### src/rtl/fp_pkg.sv
// Shared binary32 definitions for the floating-point ALU: field widths,
// canned special results and the unpacked-operand record.
package fp_pkg;

   localparam int EXP_W    = 8;
   localparam int FRAC_W   = 23;
   localparam int EXP_BIAS = 127;
   localparam int EXP_MAX  = 2 * EXP_BIAS + 1;

   localparam logic [31:0] QNAN    = 32'h7FC00000;
   localparam logic [31:0] POS_INF = 32'h7F800000;

   typedef struct packed {
      logic              sign;
      logic [EXP_W-1:0]  exp;
      logic [FRAC_W:0]   mant;
   } fp_unp_t;

endpackage

### src/rtl/fp_unpack.sv
// Combinational binary32 field extraction: hidden-bit insertion, effective
// exponent for denormals and NaN/Inf classification.
module fp_unpack
   import fp_pkg::*;
(
   input  logic [31:0] x,
   output fp_unp_t     u,
   output logic        is_nan,
   output logic        is_inf
);

   logic [EXP_W-1:0]  e;
   logic [FRAC_W-1:0] f;

   assign e = x[30:23];
   assign f = x[22:0];

   always_comb begin
      u.sign = x[31];
      // denormals sit at the same scale as exponent 1
      u.exp  = (e == '0) ? EXP_W'(1) : e;
      u.mant = {e != '0, f};
      is_inf = (e == '1) && (f == '0);
      is_nan = (e == '1) && (f != '0);
   end

endmodule

### src/rtl/fp_sub_seq.sv
// Multi-cycle binary32 subtractor out = src1 - src2, one-bit-per-cycle align
// and normalize shifters. Define FP_SUB_ROUND_EN for round-to-nearest-even.
//
// state  | meaning
// IDLE   | waiting for start
// UNPACK | classify operands, order by magnitude, load align count
// ALIGN  | shift smaller mantissa right one bit per cycle, sticky collect
// ADDSUB | add or subtract mantissas
// NORM   | one normalization step per cycle
// ROUND  | round (or truncate) and pack into out
// DONE   | out valid for one cycle, new start accepted
module fp_sub_seq
   import fp_pkg::*;
(
   input  logic        clk,
   input  logic        rst,
   input  logic        start,
   input  logic [31:0] src1,
   input  logic [31:0] src2,
   output logic [31:0] out,
   output logic        busy,
   output logic        done
);

   typedef enum logic [2:0] {
      IDLE, UNPACK, ALIGN, ADDSUB, NORM, ROUND, DONE
   } state_t;

   state_t state, state_nx;

   logic [31:0] op1, op2;
   logic [27:0] ma, mb;
   logic [9:0]  ea;
   logic        sa, sb;
   logic        zero_res;
   logic [4:0]  cnt;

   fp_unp_t u1, u2, ua, ub;
   logic    nan1, nan2, inf1, inf2;

   fp_unpack u_unp1 (.x(op1), .u(u1), .is_nan(nan1), .is_inf(inf1));
   fp_unpack u_unp2 (.x(op2), .u(u2), .is_nan(nan2), .is_inf(inf2));

   logic        swap, special;
   logic [31:0] special_val;
   logic [7:0]  ediff;
   logic [4:0]  k;

   always_comb begin
      swap    = {u2.exp, u2.mant} > {u1.exp, u1.mant};
      ua      = swap ? u2 : u1;
      ub      = swap ? u1 : u2;
      ediff   = ua.exp - ub.exp;
      k       = (ediff > 8'd27) ? 5'd27 : ediff[4:0];
      special = nan1 | nan2 | inf1 | inf2;
      special_val = QNAN;
      if (nan1 | nan2)
         special_val = QNAN;
      else if (inf1 & inf2)
         special_val = (u1.sign != u2.sign) ? QNAN : {u1.sign, POS_INF[30:0]};
      else if (inf1)
         special_val = {u1.sign, POS_INF[30:0]};
      else if (inf2)
         special_val = {u2.sign, POS_INF[30:0]};
   end

   function automatic logic need_norm(input logic [27:0] m, input logic [9:0] e);
      return m[27] || (!m[26] && (e > 10'd1));
   endfunction

   logic [27:0] sum, norm_m;
   logic [9:0]  norm_e;

   always_comb begin
      sum = (sa == sb) ? (ma + mb) : (ma - mb);
      if (ma[27]) begin
         norm_m = {1'b0, ma[27:2], ma[1] | ma[0]};
         norm_e = ea + 10'd1;
      end else begin
         norm_m = {ma[26:0], 1'b0};
         norm_e = ea - 10'd1;
      end
   end

   logic        up;
   logic [24:0] rnd;
   logic [23:0] m_rnd;
   logic [9:0]  e_rnd;
   logic [31:0] pack_val;

   always_comb begin
`ifdef FP_SUB_ROUND_EN
      up = ma[2] & (ma[1] | ma[0] | ma[3]);
`else
      up = 1'b0;
`endif
      rnd = {1'b0, ma[26:3]} + {24'd0, up};
      if (rnd[24]) begin
         m_rnd = rnd[24:1];
         e_rnd = ea + 10'd1;
      end else begin
         m_rnd = rnd[23:0];
         e_rnd = ea;
      end
      // hidden bit still clear after normalization means a denormal result
      if (zero_res)
         pack_val = 32'd0;
      else if (e_rnd >= 10'(EXP_MAX))
         pack_val = {sa, POS_INF[30:0]};
      else if (!m_rnd[23])
         pack_val = {sa, 8'd0, m_rnd[22:0]};
      else
         pack_val = {sa, e_rnd[7:0], m_rnd[22:0]};
   end

   always_ff @(posedge clk or posedge rst) begin
      if (rst) state <= IDLE;
      else     state <= state_nx;
   end

   always_comb begin
      state_nx = state;
      case (state)
         IDLE, DONE: state_nx = start ? UNPACK : IDLE;
         UNPACK: begin
            if (special)      state_nx = DONE;
            else if (k == '0) state_nx = ADDSUB;
            else              state_nx = ALIGN;
         end
         ALIGN:  state_nx = (cnt == 5'd1) ? ADDSUB : ALIGN;
         ADDSUB: begin
            if (sum == '0)              state_nx = ROUND;
            else if (need_norm(sum, ea)) state_nx = NORM;
            else                        state_nx = ROUND;
         end
         NORM:   state_nx = need_norm(norm_m, norm_e) ? NORM : ROUND;
         ROUND:  state_nx = DONE;
         default: state_nx = IDLE;
      endcase
   end

   assign busy = (state != IDLE) && (state != DONE);
   assign done = (state == DONE);

   always_ff @(posedge clk or posedge rst) begin
      if (rst) begin
         op1      <= '0;
         op2      <= '0;
         ma       <= '0;
         mb       <= '0;
         ea       <= '0;
         sa       <= 1'b0;
         sb       <= 1'b0;
         zero_res <= 1'b0;
         cnt      <= '0;
         out      <= '0;
      end else begin
         case (state)
            IDLE, DONE: begin
               if (start) begin
                  op1 <= src1;
                  op2 <= {~src2[31], src2[30:0]};
               end
            end
            UNPACK: begin
               sa       <= ua.sign;
               sb       <= ub.sign;
               ea       <= {2'b00, ua.exp};
               ma       <= {1'b0, ua.mant, 3'b000};
               mb       <= {1'b0, ub.mant, 3'b000};
               cnt      <= k;
               zero_res <= 1'b0;
               if (special) out <= special_val;
            end
            ALIGN: begin
               mb  <= {1'b0, mb[27:2], mb[1] | mb[0]};
               cnt <= cnt - 5'd1;
            end
            ADDSUB: begin
               ma       <= sum;
               zero_res <= (sum == '0);
            end
            NORM: begin
               ma <= norm_m;
               ea <= norm_e;
            end
            ROUND: out <= pack_val;
            default: ;
         endcase
      end
   end

endmodule

### config.mk
export PLATFORM = sky130hd
export DESIGN_NAME = fp_sub_seq
export DESIGN_NICKNAME = d
export VERILOG_FILES = /design/src/rtl/fp_pkg.sv /design/src/rtl/fp_unpack.sv /design/src/rtl/fp_sub_seq.sv
export SDC_FILE = /design/constraint.sdc
export NUM_CORES = 1
export LEC_CHECK = 0
export ABC_AREA = 1
export BUFFER_PORTS_ARGS = -buffer_cell sky130_fd_sc_hd__buf_2
export CORE_MARGIN = 10
export CORE_UTILIZATION = 45
export CTS_BUF_LIST = sky130_fd_sc_hd__clkbuf_4 sky130_fd_sc_hd__clkbuf_8 sky130_fd_sc_hd__clkbuf_16
export CTS_CLUSTER_SIZE = 12
export DETAILED_ROUTE_END_ITERATION = 6
export GPL_TIMING_DRIVEN = 0
export PLACE_DENSITY = 0.59
export SLEW_MARGIN = 20
export SYNTH_ARGS = -nofsm -noshare
export SYNTH_HDL_FRONTEND = slang
export SYNTH_SLANG_ARGS = --single-unit
### constraint.sdc
create_clock -name clk -period 16.3 [get_ports clk]
set_input_delay 3.26 -clock clk [delete_from_list [all_inputs] [get_ports clk]]
set_output_delay 3.26 -clock clk [all_outputs]
set_load 0.01 [all_outputs]
==> summary.txt, run 1 <==
CTS
  – Clock buffer depth: 2
  – Clock input transition at the sequential cells of the worst setup and hold paths: 70 ps
  – H-tree depth: 4
  – Post-CTS sizing: 0
  – CTS tree: done
  – Clock latency at the later pin of the worst-skew pair: 440 ps
  – CTS Buf Count: 17
  – CTS Sinks: 172
  – Root buffer cell: clkbuf_16
  – Hold-fix buffers, CTS: 0
  – Post-CTS setup buffer count: 0

Floorplanning
  – Starting Density: 45.86%
  – Site Rows: 59
  – Die width: 183.4 um
  – Core area: 26210 sq um
  – Die Y-Extent: 183.4 um
  – IO Count: 101
  – Die ar.: 33650 sq um

Synthesis
  – Yosys top cell by area: dfrtp_1
  – Mapped Cells: 1647
  – Mapped cell area: 12020 sq um
  – #FFs+latches synth: 172
  – Distinct cells, synth: 55
  – Syn avg cell area: 7.298 sq um
  – Seq/Total Area, Yosys: 35.81%
  – Post-synth ARST share: 100.0%
  – Synth Net Count: 1782
  – Ys flop type: dfrtp_1
  – Top cells by area, synth: dfrtp_1 36%, nand2_1 9.3%, ha_1 7.0%
  – Synth cell count leaders: 297 x nand2_1, 212 x inv_1, 185 x nor2_1
  – Most common cell in the netlist: nand2_1
  – Yosys synthesis warning count: 0
  – Post-synth EDFFs: 0
  – Synth top area share: 35.81%

Detailed routing
  – Routed Antenna Nets: 0
  – First drt pass iteration count: 6
  – Via count: 11729
  – Starting DRT DRC Count: 1084
  – Routed wire length: 39.76 mm
  – DRC: 0
  – Via density: 5.546
  – Drt wl/cell: 18.80 um

STA
  – Final Skew: 18.42 ps
  – Final TNS setup: 0 ps
  – Least-Margin Pin Slew: 714.8 ps
  – Endpoints failing setup: 0
  – Unrepaired setup endpoints after global routing: false
  – Max transition margin: 52.35%
  – Min Tclk post-route: 5124 ps
  – Period utilisation layout: 31.44%
  – Max-slew violations: 0
  – Hold Vio Cnt, Final: 0
  – Fmax: 195.1 MHz

Critical path
  – Critical path capture point type: flip-flop
  – Slowest stage cell, crit path: dfrtp_1
  – Biggest cell delay along the critical path: 420 ps
  – Critical Path RT: 16670 ps
  – Crit-path most repeated cell: nand2_1
  – Data arrival, critical path: 5490 ps
  – Peak fanout along the critical path: 4
  – Critical Path Start Type: flip-flop
  – CP Class: reg2reg

Placed design
  – DP Cell Count: 2083
  – DP HPWL: 31.84 mm
  – RePlAce Congestion: 0.9448
  – Port Buf Inserts: 100

GRT
  – Gr ovfl total: 0
  – Initial antenna violation count: 0
  – First-pass GRT wire length: 63.56 mm
  – GRT Resource Usage Total: 23.84%
  – Vias in the first global route: 11513
  – Largest net degree at the start of global routing: 89

Outcome
  – Status: finished, final reports clean

Worst hold path
  – Worst Hold Class: reg2reg

Layout
  – Share of layout cells above drive strength 1: 10.17%
  – Post-route insts no fill: 2115
  – Area grow syn2layout: 12.60%
  – ANT cells: 0
  – Nets: 1902

Job
  – Max Cap Viol: 0
==> cell families after synthesis <==
family                   share of synthesized area [%]
multiplexers                                    0.6454
flip-flops                                       35.81
adder cells (fa/ha/maj)                          7.141
XOR/XNOR                                         4.008
AND/OR/NAND/NOR                                  22.99
buffers and inverters                            9.150
AO/OA/AOI/OAI                                    20.26
==> worst paths after layout <==
check / from / cells past startpoint / slack, ps / end
worst min register to register: out[0] / 2 / 480 / out[0]
max in group asynchronous: rst / 3 / 12510 / out[21]
worst max register to register: mb[0] / 29 / 11180 / state[0]
worst min-delay path: out[0] / 2 / 480 / out[0]
worst max-delay path: mb[0] / 29 / 11180 / state[0]
min in group asynchronous: rst / 2 / 2910 / op2[5]
==> layer usage <==
layer | global-route usage [%] | part of all wire, % | wire (um) | up-vias
li1 | - | - | - | 5804
met1 | 34.76 | 49 | 19480 | 5475
met2 | 35.96 | 43 | 16920 | 424
met3 | 4.684 | 7.4 | 2955 | 26
met4 | 4.328 | 1.0 | 400 | 0
met5 | 0 | 0 | 0 | -
==> area by class of cell <==
cell class	instances	area [sq um]
plain buffers	69	270.3
repair buffers	101	528.0
inverters	221	837.1
multi-input cells	1185	6615
clock buffers	18	432.9
fillers	2681	12670
clock inverters	14	126.4
flip-flops and latches	172	4304
well taps	335	419.2
==> cells in the final DEF (no fill, tap or decap), types with 7 or more instances in the layout <==
cell	Yosys	final
a21o_1	7	7
a21oi_1	164	164
a31oi_1	12	12
a41oi_1	8	8
buf_2	3	103
clkbuf_1	59	59
clkbuf_16	0	17
dfrtp_1	172	172
ha_1	67	67
inv_1	212	211
nand2_1	297	297
nand2_2	7	7
nand3_1	56	56
nand3_2	7	7
nand4_1	36	36
nor2_1	185	185
nor3_1	13	13
nor4_1	13	13
o211ai_1	11	11
o21ai_0	144	144
o221ai_1	34	34
xnor2_1	7	7
xor2_1	48	48
==> registers in the layout (all words and copies together), names as in the netlist <==
signal / flops
state: 3
op2: 32
sa: 1
cnt: 5
out: 32
zero_res: 1
op1: 32
ea: 10
mb: 27
sb: 1
ma: 28
==> critical path, delay by kind of cell, from the launching register on <==
kind / cells / cell delay (ps)
AOI/OAI and AO/OA: 3 / 590
xor gates and xnor gates: 2 / 540
adders and majority gates: 2 / 570
buffers and inverters: 4 / 280
DFF: 1 / 420
and+or+nand+nor: 18 / 2640
==> through the flow <==
stage                     worst slack, ps  hold WS (ps)  instance area [sq um]  utilization [%]
after global placement               6114         460.9                  12940            49.37
after floorplan                      8380         465.2                  12020                -
after CTS                           11240         486.5                  13530            51.64
after detailed placement            11280         468.3                  12970            49.51
final                               11180         479.1                  13530            51.64
after global routing                10620         499.8                  13530            51.64
Power of run 1 is left out: the tool's default activity adds up to more than one toggle a clock period on the data nets, which glitch-free logic cannot reach.
==> inputs of run 2 (changes only) <==
PLACE_DENSITY = 0.61   (was 0.59)
clock period = 4.7 ns   (was 16.3 ns; I/O delays follow)
==> summary.txt, run 2 (same netlist as run 1, synthesis figures left out) <==
Outcome
  – Status: finished, violations left
  – Failing checks: negative setup slack

Critical path
  – Critical Path RT: 5070 ps (-11600 ps)
  – Biggest cell delay along the critical path: 400 ps (-20 ps)
  – CP Class: reg2reg
  – Total buffers and inverters traversed by the critical path: 4 (unchanged)
  – Critical Path Start Type: flip-flop
  – Critical path capture point type: flip-flop
  – Slowest stage cell, crit path: dfrtp_1
  – Crit-path leading delay family: simple AND/OR/NAND/NOR gates
  – Peak fanout along the critical path: 3 (-1)
  – Data arrival, critical path: 5120 ps (-370 ps)

Floorplanning
  – Die ar.: 33650 sq um (unchanged)
  – Site Rows: 59 (unchanged)
  – Die Y-Extent: 183.4 um (unchanged)
  – Core area: 26210 sq um (unchanged)
  – Die width: 183.4 um (unchanged)
  – Starting Density: 45.86% (unchanged)
  – IO Count: 101 (unchanged)

STA
  – Fin Hold WS: 476.4 ps (-2.632 ps)
  – Min Tclk post-route: 4751 ps (-373.4 ps)
  – Endpoints failing setup: 1 (+1)
  – Unrepaired setup endpoints after global routing: true
  – Max transition margin: 54.21% (+1.9 points)
  – Final Skew: 19.52 ps (+1.099 ps)
  – Max-slew violations: 0 (unchanged)
  – Least-Margin Pin Slew: 686.9 ps (-27.90 ps)
  – Final worst slack: -51.00 ps (-11230 ps)
  – Period utilisation layout: 101.1% (+70 points)
  – Hold Vio Cnt, Final: 0 (unchanged)
  – Fmax: 210.5 MHz (+7.9%)

Detailed routing
  – Drt wl/cell: 18.66 um (-0.76%)
  – Routed wire length: 39.81 mm (+0.13%)
  – Starting DRT DRC Count: 1027 (-5.3%)
  – Via count: 11847 (+1.0%)
  – First drt pass iteration count: 6 (unchanged)
  – DRC: 0 (unchanged)
  – Via density: 5.552 (+0.11%)
  – Routed Antenna Nets: 0 (unchanged)

Layout
  – # fillers: 2617 (-2.4%)
  – Largest regs: op1 (32), op2 (32), out (32)
  – Leading cell type in the layout, fill and taps excluded: nand2_1
  – Fin util: 52.82% (+1.2 points)
  – Highest-count cells in the layout ignoring fill and taps: 294 x nand2_1, 209 x inv_1, 184 x nor2_1
  – Share of layout cells above drive strength 1: 12.06% (+1.9 points)
  – Final instance area: 13840 sq um (+2.3%)
  – Nets: 1921 (+1.0%)
  – ANT cells: 0 (unchanged)
  – Area grow syn2layout: 15.18%

CTS
  – H-tree depth: 4 (unchanged)
  – CTS Sinks: 172 (unchanged)
  – Clock buffer depth: 2 (unchanged)
  – Clock input transition at the sequential cells of the worst setup and hold paths: 70 ps (about the same)
  – CTS Buf Count: 17 (unchanged)
  – Hold-fix buffers, CTS: 0 (unchanged)
  – CTS tree: done
  – Root buffer cell: clkbuf_16
  – Clock latency at the later pin of the worst-skew pair: 450 ps (about the same)

GRT
  – Initial antenna violation count: 0 (unchanged)
  – GRT Resource Usage Total: 23.68% (-0.16 points)
  – Vias in the first global route: 11528 (+0.13%)
  – Largest net degree at the start of global routing: 33 (-63%)
  – Gr ovfl total: 0 (unchanged)
  – First-pass GRT wire length: 63.46 mm (-0.16%)

Worst hold path
  – Worst Hold Class: reg2reg

Placed design
  – Placement Cell Area: 13060 sq um (+0.68%)
  – RePlAce Congestion: 0.9510 (+0.66%)
  – Port Buf Inserts: 100 (unchanged)
  – DP HPWL: 32.29 mm (+1.4%)

Job
  – Max Cap Viol: 0 (unchanged)
run 2: cell count changes in the layout (fill, tap and decap cells not counted), moves of 3 or more:
cell | previous run | this run
nand2_2 | 7 | 10
buf_12 | 0 | 6
nand2_1 | 297 | 294
buf_4 | 0 | 14
ha_1 | 67 | 64
run 2: path summary, 6_finish.rpt:
check                           cells past startpoint  endpoint  slack [ps]     from
worst max-delay path                               28  state[0]         -50    mb[1]
worst max register to register                     28  state[0]         -50    mb[1]
max in group asynchronous                           5   op1[22]        3520      rst
min in group asynchronous                           3    op1[9]         520      rst
worst min register to register                      2   out[13]         480  out[13]
worst min-delay path                                2   out[13]         480  out[13]
run 2: worst register-to-register path, delay by kind of cell (launching register included):
| family | cells | cell delay, ps |
|---|---|---|
| AOI/OAI and AO/OA | 3 | 570 |
| xor gates and xnor gates | 2 | 610 |
| adders and majority gates | 2 | 370 |
| buffers and inverters | 4 | 290 |
| DFF | 1 | 400 |
| and+or+nand+nor | 17 | 2430 |
run 2: per-layer routing:
metal	vias up	share of wire [%]	track usage, %
met5	-	0	0
met4	0	1.2	4.689
met3	35	6.4	3.636
met2	416	43	36.08
met1	5562	49	34.72
li1	5834	-	-
run 2: stage by stage:
| stage | TNS [ps] | instances | setup WS [ps] |
|---|---|---|---|
| after global routing | -821.1 | 2134 | -345.4 |
| after CTS | -71.18 | 2130 | -62.53 |
| after global placement | -248.2 | 2082 | -225.1 |
| after floorplan | 0 | 1647 | 689.5 |
| final | -51.00 | 2134 | -51.00 |
| after detailed placement | -275.6 | 2088 | -226.6 |
run 2: cell type report:
cell class,count,area [sq um],area share [%]
repair buffers,120,725.7,5.242
clock buffers,19,446.7,3.227
multi-input cells,1185,6721,48.55
well taps,335,419.2,3.028
inverters,221,833.3,6.020
flip-flops and latches,172,4304,31.09
clock inverters,13,122.6,0.8858
plain buffers,69,270.3,1.952
run 2: what timing repair did:
item	CTS	global route
pin swaps	8	18
gates cloned	0	0
setup buffers	10	4
endpoints found under the setup margin	2	3
gates resized for setup	9	13
Power of run 2 is left out for the same reason.
